--- src/rtl/ariane_pkg.sv ---
// Minimal issue-stage types shared by the LSU issue buffer and its neighbours.
package ariane_pkg;

  localparam int unsigned XLEN          = 64;
  localparam int unsigned TRANS_ID_BITS = 3;

  typedef enum logic [3:0] {
    NONE,
    LOAD,
    STORE,
    ALU,
    CTRL_FLOW,
    MULT,
    CSR
  } fu_t;

  typedef logic [7:0] fu_op;

  typedef struct packed {
    fu_t                      fu;
    fu_op                     operation;
    logic [XLEN-1:0]          operand_a;
    logic [XLEN-1:0]          operand_b;
    logic [XLEN-1:0]          imm;
    logic [TRANS_ID_BITS-1:0] trans_id;
  } fu_data_t;

endpackage

--- src/rtl/lsu_issue_buffer.sv ---
// In-order issue->LSU buffer with zero-latency bypass when empty.
// Optional statistics ports (stall counter, occupancy high-water mark) are
// built when LSU_BUF_STATS_EN is defined.
module lsu_issue_buffer #(
  parameter  int unsigned DEPTH = 2,
  localparam int unsigned PTR_W = $clog2(DEPTH)
) (
  input  logic                  clk_i,
  input  logic                  rst_ni,
  input  logic                  flush_i,
  input  logic                  lsu_valid_i,
  input  ariane_pkg::fu_data_t  fu_data_i,
  output logic                  lsu_ready_o,
  output logic                  lsu_valid_o,
  output ariane_pkg::fu_data_t  fu_data_o,
  input  logic                  lsu_ready_i,
`ifdef LSU_BUF_STATS_EN
  output logic [31:0]           stall_cnt_o,
  output logic [PTR_W:0]        hwm_o,
`endif
  output logic [PTR_W:0]        occupancy_o
);

  localparam int unsigned OCC_W = PTR_W + 1;

  ariane_pkg::fu_data_t mem_q [DEPTH];

  logic [PTR_W-1:0] rptr_q, rptr_d;
  logic [PTR_W-1:0] wptr_q, wptr_d;
  logic [OCC_W-1:0] occ_q, occ_d;

  logic empty;
  logic push;
  logic pop;
  logic wr_en;
  logic rd_adv;

  // Handshake decode; ready depends on registered occupancy only
  always_comb begin
    empty       = (occ_q == '0);
    lsu_ready_o = (occ_q < OCC_W'(DEPTH));
    lsu_valid_o = ~flush_i & (~empty | lsu_valid_i);
    fu_data_o   = '0;
    if (lsu_valid_o) begin
      fu_data_o = empty ? fu_data_i : mem_q[rptr_q];
    end
    push   = lsu_valid_i & lsu_ready_o & ~flush_i;
    pop    = lsu_valid_o & lsu_ready_i;
    // a bypassed entry that the LSU takes immediately is never stored
    wr_en  = push & ~(empty & pop);
    rd_adv = pop & ~empty;
  end

  // Next pointer and occupancy values; flush wins over everything
  always_comb begin
    rptr_d = rptr_q;
    wptr_d = wptr_q;
    occ_d  = occ_q;
    if (flush_i) begin
      rptr_d = '0;
      wptr_d = '0;
      occ_d  = '0;
    end else begin
      if (wr_en)  wptr_d = wptr_q + PTR_W'(1);
      if (rd_adv) rptr_d = rptr_q + PTR_W'(1);
      case ({wr_en, rd_adv})
        2'b10:   occ_d = occ_q + OCC_W'(1);
        2'b01:   occ_d = occ_q - OCC_W'(1);
        default: occ_d = occ_q;
      endcase
    end
  end

  // Pointer and occupancy registers
  always_ff @(posedge clk_i or negedge rst_ni) begin
    if (!rst_ni) begin
      rptr_q <= '0;
      wptr_q <= '0;
      occ_q  <= '0;
    end else begin
      rptr_q <= rptr_d;
      wptr_q <= wptr_d;
      occ_q  <= occ_d;
    end
  end

  // Entry storage, intentionally not reset
  always_ff @(posedge clk_i) begin
    if (wr_en) begin
      mem_q[wptr_q] <= fu_data_i;
    end
  end

  assign occupancy_o = occ_q;

`ifdef LSU_BUF_STATS_EN
  logic [31:0]      stall_cnt_q;
  logic [OCC_W-1:0] hwm_q;

  // Issue-side stall counter and occupancy high-water mark; flush does not clear
  always_ff @(posedge clk_i or negedge rst_ni) begin
    if (!rst_ni) begin
      stall_cnt_q <= '0;
      hwm_q       <= '0;
    end else begin
      if (lsu_valid_i && !lsu_ready_o && (stall_cnt_q != '1)) begin
        stall_cnt_q <= stall_cnt_q + 32'd1;
      end
      if (occ_d > hwm_q) begin
        hwm_q <= occ_d;
      end
    end
  end

  assign stall_cnt_o = stall_cnt_q;
  assign hwm_o       = hwm_q;
`endif

endmodule

--- config.mk ---
export PLATFORM = sky130hd
export DESIGN_NAME = lsu_issue_buffer
export DESIGN_NICKNAME = d
export VERILOG_FILES = /design/src/rtl/ariane_pkg.sv /design/src/rtl/lsu_issue_buffer.sv
export SDC_FILE = /design/constraint.sdc
export NUM_CORES = 1
export LEC_CHECK = 0
export ABC_AREA = 0
export CORE_MARGIN = 2
export CORE_UTILIZATION = 35
export DETAILED_ROUTE_END_ITERATION = 10
export PLACE_DENSITY = 0.6
export SYNTH_ARGS = -nofsm -noshare
export SYNTH_HDL_FRONTEND = slang
export SYNTH_SLANG_ARGS = --single-unit
--- constraint.sdc ---
create_clock -name clk_i -period 25.9 [get_ports clk_i]
set_input_delay 7.77 -clock clk_i [delete_from_list [all_inputs] [get_ports clk_i]]
set_output_delay 7.77 -clock clk_i [all_outputs]
set_load 0.01 [all_outputs]
# Yosys cells after proc, flatten, opt, wreduce, memory -nomap -nowiden
# Memory sizes are Yosys's and may differ from the RTL's.
# Index checks and enable logic that the tools add are counted.
[op_classes]
addsub = 4
order_cmp = 1
n_eq_ne = 2
n_mux = 10
bitwise = 11
n_reduce_logical = 4
[ops]
columns = ["operator", "count"]
rows = [
  ["two-way mux 207 bit", 2],
  ["bitwise AND 1 bit", 7],
  ["two-way mux 1 bit", 6],
  ["case mux 2 bit (2 select lines)", 1],
  ["nonzero test 2 bit", 2],
  ["NOT 1 bit", 3],
  ["nonzero test 3 bit", 1],
  ["adder 1 bit (second input constant)", 2],
  ["adder 2 x 1 -> 2 bit (second input constant)", 1],
  ["== test 2 x 1 -> 1 bit (second input constant)", 1],
  ["== test 2 bit (second input constant)", 1],
  ["logical NOT 2 bit", 1],
  ["< comparator 2 bit (second input constant)", 1],
  ["two-way mux 2 bit", 1],
  ["subtractor 2 x 1 -> 2 bit (second input constant)", 1],
  ["OR 1 bit", 1],
]
[totals]
register_bits = 4
ramBits = 414
input_bits = 212
out_inout_bits = 211
elab_cells = 36
n_memories = 1
[mem_list]
columns = ["memory", "words", "width", "rd", "rd_ports_with_merged_regs", "wr", "line_no", "source"]
rows = [
  ["mem_q", 2, 207, 1, 0, 1, "lsu_issue_buffer.sv:26", "ariane_pkg::fu_data_t mem_q [DEPTH];"],
]

# Depth between registers and ports, before layout
[depth]
word_depth = 11
ltp_mapped = 7
mapped_depth_nobuf = 3

# Least setup slack after synthesis
# OpenSTA, ideal clock, no wires.
[synth_path]
kind = "in2reg"
from = "in lsu_ready_i"
to = "mem mem_q[1][0] (netlist bit) (enable)"
setup_ps = 1350
t_arrival_ps = 28950
required_ps = 24550
path_slack_ps = -4400
path_stages = 2
cell_sequence = "nor2b_1 -> nor4b_1"
[synth_between]
elab_chain_cells = 6
[synth_rtl]
columns = ["element", "line_no", "source"]
rows = [
  ["from (decl)", "lsu_issue_buffer.sv:16", "input logic lsu_ready_i,"],
  ["bitwise AND 1 bit", "lsu_issue_buffer.sv:48", "pop = lsu_valid_o & lsu_ready_i;"],
  ["bitwise AND 1 bit", "lsu_issue_buffer.sv:50", "wr_en = push & ~(empty & pop);"],
  ["NOT 1 bit", "lsu_issue_buffer.sv:50", ""],
  ["bitwise AND 1 bit", "lsu_issue_buffer.sv:50", ""],
  ["two-way mux 1 bit", "lsu_issue_buffer.sv:89", "if (wr_en) begin"],
  ["two-way mux 1 bit (not written as such)", "lsu_issue_buffer.sv:90", "mem_q[wptr_q] <= fu_data_i;"],
  ["to (decl)", "lsu_issue_buffer.sv:26", ""],
]
# No other way between the ends.

==> flow_metrics.tcl <==
set metrics [dict create \
    max_freq_mhz 54.72 \
    wl_per_cell_um 19.58 \
    cts_tree "built" \
    hpwl_um 27550 \
    fill_cells 4565 \
    clock_path_buffers 3 \
    syn_area_per_cell_um2 15.80 \
    vias_per_cell 4.907 \
    drt_wl_total_um 44200 \
    busiest_layer "met2" \
    drive_above_1_share 0.1225 \
    swShare 0.2366 \
    synthDistinctLibCells 26 \
    design_area_um2 24310 \
    period_minus_slack_ns 18.27 \
    final_antenna_net_count 0 \
    setup_tns_ns 0 \
    cap_violations 0 \
    synthCells 1153 \
    hold_ws_ns 0.6371 \
    ys_warn_count 0 \
    clk_pin_slew_ns 0.06 \
    arrival_ns 10.50 \
    cts_htree_levels 2 \
    power.total_w 0.001610 \
    globalRouteTotalUtil 0.1588 \
    clock_latency_ns 0.57 \
    holdCritPathClass "reg -> reg" \
    core_um2 51410 \
    first_pass_iters 5 \
    grt-ovfl-total 0 \
    cts_resized 0 \
    grt_pass1_wl_um 66520 \
    fin_nets 1758 \
    worstPathRequired_ns 18.13 \
    internal_power_w 0.001229 \
    chipHeight_um 232.1 \
    pwr-share-comb 0.148 \
    gr-usage-met3 0.04813 \
    cp_max_fo 79 \
    io_buffers 422 \
    pwr-share-seq 0.480 \
    reg2reg_setup_slack_ns 22.43 \
    finClkSkew_ns 0.01089 \
    initial_core_util 0.3543 \
    grt_max_degree 167 \
    synth.yosys.seq_area_share 0.6880 \
    tightestPinTransition_ns 1.137 \
    cts_setup_buffers 0 \
    rsz0062_at_grt "false" \
    grt_pass1_vias 11130 \
    gp_congestion 0.7530 \
    num_io_pins 423 \
    cts_sinks 418 \
    p_clk_frac 0.372 \
    synth_nets 1365 \
    maxSlewHeadroom 0.2423 \
    synth_area_leaders "edfxtp_1 68%, mux2i_1 11%, a211oi_2 8.2%" \
    ir_worst_vdd_mv 0.07363 \
    final_hold_viol_count 0 \
    syn_to_final_growth_pct 33.45 \
    power.density_nw_per_um2 66.24 \
    fp-row-count 83 \
    drc 0 \
    final_max_slew_viol_count 0 \
    status "finished, final reports clean" \
    antenna_found_initial 6 \
    root_buffer "clkbuf_16" \
    seq_area_um2 12540 \
    cts-buffers-inserted 47 \
    fin_ws_ns 7.626 \
    pre_cts_slack_ns 7.659 \
    p_sw_w 0.0003810 \
    cp-end-kind "output port" \
    holdBufCountCts 0 \
    synth_top_area_share 0.6825 \
    fin_crit_sh 0.7056 \
    yosys.area.top_type "edfxtp_1" \
    ys_ff_latch 418 \
    multiInputGateArea_um2 5166 \
    cp-start-kind "primary input" \
    synthesis.area_um2 18210 \
    met2_usage 0.2505 \
    grt_util_met1 0.2092 \
    worstSetupPathType "in -> out" \
    die_area_um2 53880 \
    power_leakage_nw 7.400 \
    setup_violations 0 \
    vias 11080 \
    die_x_um 232.1 \
    placed_cell_area_um2 22930 \
    first_iter_violations 696 \
]
## registers in the layout, indices dropped and copies added, names as in the netlist
register / flops
mem_q: 414
occupancy_o: 2
rptr_q: 1
wptr_q: 1
## critical path, stage by stage
cell	delay [ns]
clkdlybuf4s50_1	0.71
inv_1	0.18
o21ai_4	0.11
buf_4	0.82
a211oi_1	0.22
clkdlybuf4s50_1	0.57
## Yosys cell counts
cell type	n
buf_6	12
nor4b_1	2
or2_1	1
and2_1	1
buf_8	1
clkbuf_1	10
nor2_1	208
or3_1	1
nor2b_1	1
inv_1	3
nor4_1	1
a21oi_1	1
o21ai_2	1
dfrtp_1	4
nand2b_1	1
o21ai_0	3
a211oi_1	88
nand3b_1	1
buf_2	64
buf_4	5
edfxtp_1	414
a211oi_2	119
xor2_1	2
nor3_1	1
mux2i_1	207
a311o_1	1
## layout make-up
class / instances / area share
tap: 680 / 0.03500
timing repair buffer: 436 / 0.1796
clock inverter: 17 / 0.003964
sequential: 418 / 0.5157
multi-input combinational: 640 / 0.2125
antenna: 2 / 0.0002059
inverter: 3 / 0.0004633
clock buffer: 62 / 0.05245
## layer usage
layer | up-vias | part of all wire
met5 | - | 0.00077
met4 | 6 | 0.024
met3 | 71 | 0.080
met2 | 353 | 0.47
met1 | 5362 | 0.42
li1 | 5289 | -
## cell families after synthesis
logic type,Yosys count,synth area share
AOI/OAI and AO/OA,213,0.1201
buffers and inverters,95,0.03057
muxes,207,0.1138
DFF,418,0.6880
xor gates and xnor gates,2,0.0009618
and+or+nand+nor,218,0.04657
## power by group through the flow
stage	logic [W]	registers [W]	clock network, W
3_3_place_gp	0.000238	0.000786	0
5_1_grt	0.000256	0.000774	0.000643
2_1_floorplan	0.000125	0.000790	0
6_report	0.000238	0.000773	0.000600
4_1_cts	0.000241	0.000773	0.000618
3_5_place_dp	0.000239	0.000787	0
## stage by stage
stage / util / instances
after global routing: 0.4728 / 2258
after floorplan: - / 1153
after CTS: 0.4728 / 2256
after global placement: 0.4461 / 2177
final: 0.4728 / 2258
after detailed placement: 0.4461 / 2177
## cell usage in the layout (no fill, tap or decap), types with 11 or more instances in the layout
cell / count
clkdlybuf4s50_1: 422
edfxtp_1: 414
nor2_1: 208
clkinv_1: 11
clkbuf_16: 49
buf_4: 11
a211oi_1: 88
mux2i_1: 207
a211oi_2: 119
clkbuf_1: 13
## final timing paths
path / from / end / cells after the start
hold reg to reg: occupancy_o[1] / occupancy_o[0] / 1
min in group asynchronous: rst_ni / occupancy_o[0] / 1
setup / recovery: flush_i / fu_data_o[61] / 6
hold / removal: occupancy_o[1] / occupancy_o[0] / 1
max in group asynchronous: rst_ni / rptr_q / 1
setup reg to reg: occupancy_o[1] / mem_q[0][161] / 4
Note: power is estimated with default switching activity, not from simulation.
